File: src/rtl/bfp_converter_ctrl_if.sv
// Stream-side bundle of the FP-to-BFP converter controller: block control,
// FP vector input handshake and BFP vector output handshake.
interface bfp_converter_ctrl_if #(
  parameter int SYST_ARRAY_WIDTH         = 32,
  parameter int QUNATIZED_MANTISSA_WIDTH = 7,
  parameter int EXPONENT_WIDTH           = 8
);
  logic                                                                    start;
  logic [15:0]                                                             num_vectors;
  logic                                                                    in_valid;
  logic                                                                    in_ready;
  logic [SYST_ARRAY_WIDTH*(QUNATIZED_MANTISSA_WIDTH+EXPONENT_WIDTH)-1:0]   in_data;
  logic                                                                    out_valid;
  logic                                                                    out_ready;
  logic [SYST_ARRAY_WIDTH*QUNATIZED_MANTISSA_WIDTH-1:0]                    out_mant;
  logic [EXPONENT_WIDTH-1:0]                                               out_exp;
  logic                                                                    out_last;
  logic                                                                    busy;
  logic                                                                    done;

  modport master (
    output start, num_vectors, in_valid, in_data, out_ready,
    input  in_ready, out_valid, out_mant, out_exp, out_last, busy, done
  );

  modport slave (
    input  start, num_vectors, in_valid, in_data, out_ready,
    output in_ready, out_valid, out_mant, out_exp, out_last, busy, done
  );
endinterface

File: src/rtl/bfp_converter_ctrl.sv
// Sequences FP vectors through the fixed-latency FP-to-BFP converter and
// buffers its results in a credit-protected output FIFO.
module bfp_converter_ctrl #(
  parameter int SYST_ARRAY_WIDTH         = 32,
  parameter int QUNATIZED_MANTISSA_WIDTH = 7,
  parameter int EXPONENT_WIDTH           = 8,
  parameter int CONV_LATENCY             = 7,
  parameter int FIFO_DEPTH               = 8
) (
  input  logic                                       clk,
  input  logic                                       rst_n,
  bfp_converter_ctrl_if.slave                        io_bus,
  output logic [SYST_ARRAY_WIDTH*(QUNATIZED_MANTISSA_WIDTH+EXPONENT_WIDTH)-1:0] o_conv_data,
  input  logic [SYST_ARRAY_WIDTH*QUNATIZED_MANTISSA_WIDTH-1:0]                  i_conv_mant,
  input  logic [EXPONENT_WIDTH-1:0]                                             i_conv_exp
);
  localparam int MW    = SYST_ARRAY_WIDTH * QUNATIZED_MANTISSA_WIDTH;
  localparam int PTR_W = $clog2(FIFO_DEPTH);
  localparam int CNT_W = $clog2(FIFO_DEPTH + CONV_LATENCY + 1);

  typedef enum logic [1:0] {IDLE, RUN, DRAIN} state_t;

  state_t                    r_state;
  state_t                    w_state_next;
  logic [15:0]               r_num_vec;
  logic [15:0]               r_acc_cnt;
  logic [CONV_LATENCY-1:0]   r_tag_valid;
  logic [CONV_LATENCY-1:0]   r_tag_last;
  logic [CNT_W-1:0]          r_inflight;
  logic [CNT_W-1:0]          r_fifo_count;
  logic [PTR_W-1:0]          r_wr_ptr;
  logic [PTR_W-1:0]          r_rd_ptr;
  logic                      r_done;

  logic [MW-1:0]             r_mem_mant [FIFO_DEPTH];
  logic [EXPONENT_WIDTH-1:0] r_mem_exp  [FIFO_DEPTH];
  logic                      r_mem_last [FIFO_DEPTH];

  logic w_credit_ok;
  logic w_in_ready;
  logic w_issue;
  logic w_last_issue;
  logic w_push;
  logic w_pop;
  logic w_fifo_empty;
  logic w_start;
  logic w_drain_exit;

  // Credit counts both results still in the converter and results parked in
  // the FIFO, so every issued vector is guaranteed a FIFO slot on arrival.
  assign w_credit_ok  = (r_inflight + r_fifo_count) < CNT_W'(FIFO_DEPTH);
  assign w_in_ready   = (r_state == RUN) && w_credit_ok;
  assign w_issue      = io_bus.in_valid && w_in_ready;
  assign w_last_issue = (r_acc_cnt == r_num_vec - 16'd1);
  assign w_push       = r_tag_valid[CONV_LATENCY-1];
  assign w_fifo_empty = (r_fifo_count == '0);
  assign w_pop        = !w_fifo_empty && io_bus.out_ready;
  assign w_start      = io_bus.start && (r_state == IDLE);
  // Leave DRAIN on the edge that removes the final entry so done lands one cycle after the last pop.
  assign w_drain_exit = (r_inflight == '0) &&
                        (w_fifo_empty || ((r_fifo_count == CNT_W'(1)) && w_pop));

  always_comb begin
    w_state_next = r_state;
    case (r_state)
      IDLE:    if (io_bus.start) w_state_next = (io_bus.num_vectors == 16'd0) ? DRAIN : RUN;
      RUN:     if (w_issue && w_last_issue) w_state_next = DRAIN;
      DRAIN:   if (w_drain_exit) w_state_next = IDLE;
      default: w_state_next = IDLE;
    endcase
  end

  always_ff @(posedge clk or negedge rst_n) begin
    if (!rst_n) begin
      r_state      <= IDLE;
      r_done       <= 1'b0;
      r_num_vec    <= '0;
      r_acc_cnt    <= '0;
      r_inflight   <= '0;
      r_fifo_count <= '0;
      r_wr_ptr     <= '0;
      r_rd_ptr     <= '0;
    end else begin
      r_state <= w_state_next;
      r_done  <= (r_state == DRAIN) && w_drain_exit;
      if (w_start) begin
        r_num_vec <= io_bus.num_vectors;
        r_acc_cnt <= '0;
      end else if (w_issue) begin
        r_acc_cnt <= r_acc_cnt + 16'd1;
      end
      case ({w_issue, w_push})
        2'b10:   r_inflight <= r_inflight + CNT_W'(1);
        2'b01:   r_inflight <= r_inflight - CNT_W'(1);
        default: r_inflight <= r_inflight;
      endcase
      case ({w_push, w_pop})
        2'b10:   r_fifo_count <= r_fifo_count + CNT_W'(1);
        2'b01:   r_fifo_count <= r_fifo_count - CNT_W'(1);
        default: r_fifo_count <= r_fifo_count;
      endcase
      if (w_push) r_wr_ptr <= r_wr_ptr + PTR_W'(1);
      if (w_pop)  r_rd_ptr <= r_rd_ptr + PTR_W'(1);
    end
  end

  // Tag pipeline mirrors the converter latency; stage 0 captures the issue.
  generate
    for (genvar gi = 0; gi < CONV_LATENCY; gi++) begin : g_tag
      always_ff @(posedge clk or negedge rst_n) begin
        if (!rst_n) begin
          r_tag_valid[gi] <= 1'b0;
          r_tag_last[gi]  <= 1'b0;
        end else if (gi == 0) begin
          r_tag_valid[gi] <= w_issue;
          r_tag_last[gi]  <= w_issue && w_last_issue;
        end else begin
          r_tag_valid[gi] <= r_tag_valid[(gi == 0) ? 0 : gi-1];
          r_tag_last[gi]  <= r_tag_last[(gi == 0) ? 0 : gi-1];
        end
      end
    end
  endgenerate

  always_ff @(posedge clk) begin
    if (w_push) begin
      r_mem_mant[r_wr_ptr] <= i_conv_mant;
      r_mem_exp[r_wr_ptr]  <= i_conv_exp;
      r_mem_last[r_wr_ptr] <= r_tag_last[CONV_LATENCY-1];
    end
  end

  assign o_conv_data      = w_issue ? io_bus.in_data : '0;
  assign io_bus.in_ready  = w_in_ready;
  assign io_bus.out_valid = !w_fifo_empty;
  assign io_bus.out_mant  = w_fifo_empty ? '0   : r_mem_mant[r_rd_ptr];
  assign io_bus.out_exp   = w_fifo_empty ? '0   : r_mem_exp[r_rd_ptr];
  assign io_bus.out_last  = w_fifo_empty ? 1'b0 : r_mem_last[r_rd_ptr];
  assign io_bus.busy      = (r_state != IDLE);
  assign io_bus.done      = r_done;

`ifndef SYNTHESIS
  a_no_fifo_overflow: assert property (@(posedge clk) disable iff (!rst_n)
    !(w_push && (r_fifo_count == CNT_W'(FIFO_DEPTH))));
`endif
endmodule

File: src/flat_wrapper.sv
// flat-port wrapper written by rule: the top's interface ports become plain ports
module bfp_converter_ctrl_flat 
#(
  parameter int SYST_ARRAY_WIDTH         = 32,
  parameter int QUNATIZED_MANTISSA_WIDTH = 7,
  parameter int EXPONENT_WIDTH           = 8,
  parameter int CONV_LATENCY             = 7,
  parameter int FIFO_DEPTH               = 8
)
  (clk, rst_n, o_conv_data, i_conv_mant, i_conv_exp, io_bus_start, io_bus_num_vectors, io_bus_in_valid, io_bus_in_data, io_bus_out_ready, io_bus_in_ready, io_bus_out_valid, io_bus_out_mant, io_bus_out_exp, io_bus_out_last, io_bus_busy, io_bus_done);
  bfp_converter_ctrl_if #(.SYST_ARRAY_WIDTH(SYST_ARRAY_WIDTH), .QUNATIZED_MANTISSA_WIDTH(QUNATIZED_MANTISSA_WIDTH), .EXPONENT_WIDTH(EXPONENT_WIDTH)) io_bus_i ();
  input  logic clk;
  input  logic rst_n;
  output logic [SYST_ARRAY_WIDTH*(QUNATIZED_MANTISSA_WIDTH+EXPONENT_WIDTH)-1:0] o_conv_data;
  input  logic [SYST_ARRAY_WIDTH*QUNATIZED_MANTISSA_WIDTH-1:0] i_conv_mant;
  input  logic [EXPONENT_WIDTH-1:0] i_conv_exp;
  input wire logic [$bits(io_bus_i.start)-1:0] io_bus_start;
  input wire logic [$bits(io_bus_i.num_vectors)-1:0] io_bus_num_vectors;
  input wire logic [$bits(io_bus_i.in_valid)-1:0] io_bus_in_valid;
  input wire logic [$bits(io_bus_i.in_data)-1:0] io_bus_in_data;
  input wire logic [$bits(io_bus_i.out_ready)-1:0] io_bus_out_ready;
  output wire logic [$bits(io_bus_i.in_ready)-1:0] io_bus_in_ready;
  output wire logic [$bits(io_bus_i.out_valid)-1:0] io_bus_out_valid;
  output wire logic [$bits(io_bus_i.out_mant)-1:0] io_bus_out_mant;
  output wire logic [$bits(io_bus_i.out_exp)-1:0] io_bus_out_exp;
  output wire logic [$bits(io_bus_i.out_last)-1:0] io_bus_out_last;
  output wire logic [$bits(io_bus_i.busy)-1:0] io_bus_busy;
  output wire logic [$bits(io_bus_i.done)-1:0] io_bus_done;
  assign io_bus_i.start = io_bus_start;
  assign io_bus_i.num_vectors = io_bus_num_vectors;
  assign io_bus_i.in_valid = io_bus_in_valid;
  assign io_bus_i.in_data = io_bus_in_data;
  assign io_bus_i.out_ready = io_bus_out_ready;
  assign io_bus_in_ready = io_bus_i.in_ready;
  assign io_bus_out_valid = io_bus_i.out_valid;
  assign io_bus_out_mant = io_bus_i.out_mant;
  assign io_bus_out_exp = io_bus_i.out_exp;
  assign io_bus_out_last = io_bus_i.out_last;
  assign io_bus_busy = io_bus_i.busy;
  assign io_bus_done = io_bus_i.done;
  bfp_converter_ctrl #(.SYST_ARRAY_WIDTH(SYST_ARRAY_WIDTH), .QUNATIZED_MANTISSA_WIDTH(QUNATIZED_MANTISSA_WIDTH), .EXPONENT_WIDTH(EXPONENT_WIDTH), .CONV_LATENCY(CONV_LATENCY), .FIFO_DEPTH(FIFO_DEPTH)) u_core (.clk(clk), .rst_n(rst_n), .io_bus(io_bus_i), .o_conv_data(o_conv_data), .i_conv_mant(i_conv_mant), .i_conv_exp(i_conv_exp));
endmodule
File: config.mk
export PLATFORM = sky130hd
export DESIGN_NAME = bfp_converter_ctrl_flat
export DESIGN_NICKNAME = d
export VERILOG_FILES = /design/src/rtl/bfp_converter_ctrl_if.sv /design/src/rtl/bfp_converter_ctrl.sv /design/src/flat_wrapper.sv
export SDC_FILE = /design/constraint.sdc
export NUM_CORES = 2
export LEC_CHECK = 0
export ABC_CLOCK_PERIOD_IN_PS = 43500
export CAP_MARGIN = 20
export CORE_AREA = 3 3 570 572
export DETAILED_ROUTE_END_ITERATION = 10
export DIE_AREA = 0 0 573 575
export SLEW_MARGIN = 20
export SYNTH_ARGS = -nofsm -noshare
export SYNTH_HDL_FRONTEND = slang
export SYNTH_SLANG_ARGS = --single-unit
export TNS_END_PERCENT = 1
File: constraint.sdc
create_clock -name clk -period 43.5 [get_ports clk]
set_input_delay 6.525 -clock clk [delete_from_list [all_inputs] [get_ports clk]]
set_output_delay 6.525 -clock clk [all_outputs]
set_load 0.02 [all_outputs]
==> flow_summary.yaml <==
cts:
  root_buffer: "clkbuf_16"
  cts_setup_buffers: 0
  clk_latency_ns: 0.82
  cts.sinks: 1927
  cts_hold_buffers: 0
  ctsResizeCount: 0
  cts_tree: "done"
  clk_path_buf_depth: 3
  clk_pin_slew_worst_paths_ns: 0.06
  h-tree-depth: 4
  cts-buffers-inserted: 184
power:
  power_w: 0.00757
  power.leakage_nw: 33.2
  ir_drop_uv: 71.5
  p_per_area_mw_per_mm2: 73.5
sta:
  skew_ns: 0.0813
  final_hold_viol_count: 0
  fmax_mhz: 55.0
  fin_ws_ns: 25.32
  period_needed_ns: 18.18
  finalSetupViolations: 0
  maxSlewViolCount: 0
  grt_setup_unrepaired: "false"
  post-route-period-util_pct: 41.8
  worstMarginPinSlew_ns: 1.22
  slew_headroom_pct: 18.5
  fin_setup_tns_ns: 0
  holdWs_ns: 0.315
synthesis:
  yosys.area.top_type_share_pct: 72.7
  synth_area_leaders: "edfxtp_1 73%, mux4_2 14%, and2_1 3.9%"
  ys_ff_latch: 1927
  synthArstFlopShare_pct: 3.27
  synth_nets: 4565
  synthTopCellsByCount: "1864 x edfxtp_1, 482 x and2_1, 466 x mux4_2"
  synth_top_area_cell: "edfxtp_1"
  synth_cell_types: 57
  syn_inst: 3818
  ys.flop_type: "edfxtp_1"
  yosys_warnings: 0
  ys_seq_area_share_pct: 74.8
  synth_edf_count: 1864
  synth_area_per_cell_sq_um: 20.2
  syn_area_sq_mm: 0.0770
  synth.most_common_cell: "edfxtp_1"
finish:
  layout-drive-gt1-share_pct: 15.1
  fill_cells: 30900
  nets: 6053
  synthToLayoutAreaGrowth_pct: 33.8
min_path:
  min_path_type: "register to register"
  holdPathStages: 0
worst_setup_path:
  critical_path.max_fanout: 101
  crit_buf_inv: 5
  critPathSlowestCell: "buf_4"
  cp_cell_sequence: "clkdlybuf4s50_1 > nand3b_1 > nor2b_1 > mux2_8 > buf_4 > buf_4 > buf_4 > and2_1 > clkdlybuf4s50_1"
  end_kind: "primary output"
  path_class: "input port to primary output"
  crit_arrival_ns: 11.65
  critical_path_required_ns: 36.97
  reg2regPathDepth: 12
  cp.depth: 9
  cp_top_family: "buffers and inverters"
  cp-start-kind: "input port"
  crit_top_cell: "buf_4"
  cpPeakStageDelay_ns: 0.81
drt:
  wl_mm: 468
  final_antenna_net_count: 0
  wire_per_inst_um: 46.8
  drtIter0Drc: 3904
  vias_per_cell: 4.55
  drc: 0
  via_count: 45500
  drt_first_pass_iters: 5
floorplan:
  dieArea_sq_mm: 0.329
  die_w_um: 573
  design.core.area_sq_mm: 0.321
  die_h_um: 575
  rows: 208
  initial_utilization_pct: 24.0
  ioPinCount: 1450
global_routing:
  grt_usage_pct: 27.7
  first_global_vias: 45000
  grt_overflow: 0
  grt_max_degree: 137
  grt_pass1_wl_mm: 574
  antenna_found_initial: 433
flow_run:
  cap_violations: 0
placement:
  port_buffers: 1449
  dp_hpwl_mm: 386
  place.gp.congestion: 1.14
  pre_cts_ws_ns: 25.33
run_status:
  outcome: "completed"
metrics by stage:
stage	utilization, %	area (sq um)	std cells
after floorplan	-	77000	3818
after global placement	30.1	96700	9424
after detailed placement	30.1	96700	9424
after CTS	31.9	102000	9753
after global routing	32.1	103000	9913
final	32.1	103000	9996
final timing paths:
check / startpoint / end / slack (ns)
max in group asynchronous: rst_n / u_core.r_rd_ptr[2]$_DFFE_PN0P_ / 36.88
min: u_core.r_tag_last[5]$_DFF_PN0_ / u_core.r_tag_last[6]$_DFF_PN0_ / 0.31
max reg2reg: u_core.r_fifo_count[1]$_DFFE_PN0P_ / u_core.r_inflight[3]$_DFFE_PN0P_ / 39.07
min reg2reg: u_core.r_tag_last[5]$_DFF_PN0_ / u_core.r_tag_last[6]$_DFF_PN0_ / 0.31
max: io_bus_in_valid / o_conv_data[332] / 25.32
min in group asynchronous: rst_n / u_core.r_tag_valid[0]$_DFF_PN0_ / 5.96
where the power goes:
group	internal (W)	switching, W
Clock	0.000833	0.000690
Sequential	0.00224	0.0000907
Combinational	0.00140	0.00232
layer usage:
metal | up-vias | wire [um] | track usage (%)
met5 | - | 982 | 0
met4 | 144 | 13100 | 5.99
met3 | 899 | 35700 | 8.09
met2 | 2386 | 229000 | 47.1
met1 | 23600 | 189000 | 35.0
li1 | 18400 | - | -
worst register-to-register path, cell delays in order, from the launching register on:
cell	delay (ns)
dfrtp_1	0.45
ha_1	0.32
a31o_2	0.23
a21oi_1	0.71
mux2_8	0.76
inv_1	0.50
ha_1	0.36
ha_1	0.27
a21o_1	0.17
a21oi_1	0.19
xnor2_1	0.14
nor2_1	0.07
xor2_1	0.15
state kept, by name (all words and copies together) (netlist names):
register             count
u_core.r_mem_exp        64
u_core.r_mem_mant     1792
u_core.r_rd_ptr          3
u_core.r_acc_cnt        16
u_core.r_num_vec        16
u_core.io_bus.done       1
u_core.r_tag_valid       6
u_core.r_inflight        4
u_core.r_wr_ptr          3
u_core.r_fifo_count      4
u_core.r_tag_last        7
u_core.r_mem_last        8
u_core.r_state           2
u_core.w_push            1
cells in the final DEF (no fill, tap or decap), types with 6 or more instances in the layout:
| cell | netlist | layout |
|---|---|---|
| edfxtp_1 | 1864 | 1864 |
| clkdlybuf4s50_1 | 0 | 1448 |
| and2_1 | 482 | 481 |
| mux4_2 | 466 | 466 |
| nor2_1 | 267 | 260 |
| diode_2 | 0 | 242 |
| mux2i_1 | 238 | 238 |
| clkbuf_16 | 0 | 186 |
| buf_4 | 0 | 64 |
| dfrtp_1 | 63 | 60 |
| clkbuf_1 | 129 | 55 |
| clkinv_1 | 0 | 32 |
| xnor2_1 | 29 | 29 |
| clkinv_2 | 0 | 26 |
| nand2_1 | 24 | 24 |
| xor2_1 | 16 | 16 |
| mux2_2 | 17 | 16 |
| inv_1 | 14 | 14 |
| ha_1 | 13 | 13 |
| nor3_1 | 12 | 10 |
| a21oi_1 | 9 | 9 |
| o21ai_0 | 9 | 9 |
| nand3_1 | 8 | 8 |
| nand4_1 | 8 | 8 |
| nor4_1 | 8 | 8 |
| clkinv_16 | 0 | 7 |
| nor2_4 | 0 | 6 |
kinds of logic (layout without fill, tap and decap cells):
logic type | count (synthesis) | count (layout) | share of synthesized area, %
xor gates and xnor gates | 45 | 45 | 0.512
adders and majority gates | 14 | 14 | 0.237
other | 0 | 242 | 0
DFF | 1927 | 1927 | 74.8
and+or+nand+nor | 839 | 839 | 5.93
muxes | 721 | 721 | 17.0
buffers and inverters | 233 | 1864 | 1.24
AOI/OAI and AO/OA | 39 | 39 | 0.358
cell type report:
type	count	area, sq um	share of cell area [%]
clock inverters	83	779	0.757
inverters	14	52.6	0.0510
diodes	242	606	0.588
well taps	4305	5390	5.23
multi-input cells	1658	18600	18.0
clock buffers	246	4930	4.79
flip-flops and latches	1927	57600	55.9
repair buffers	1521	15100	14.7
(Power assumes the default switching activity.)
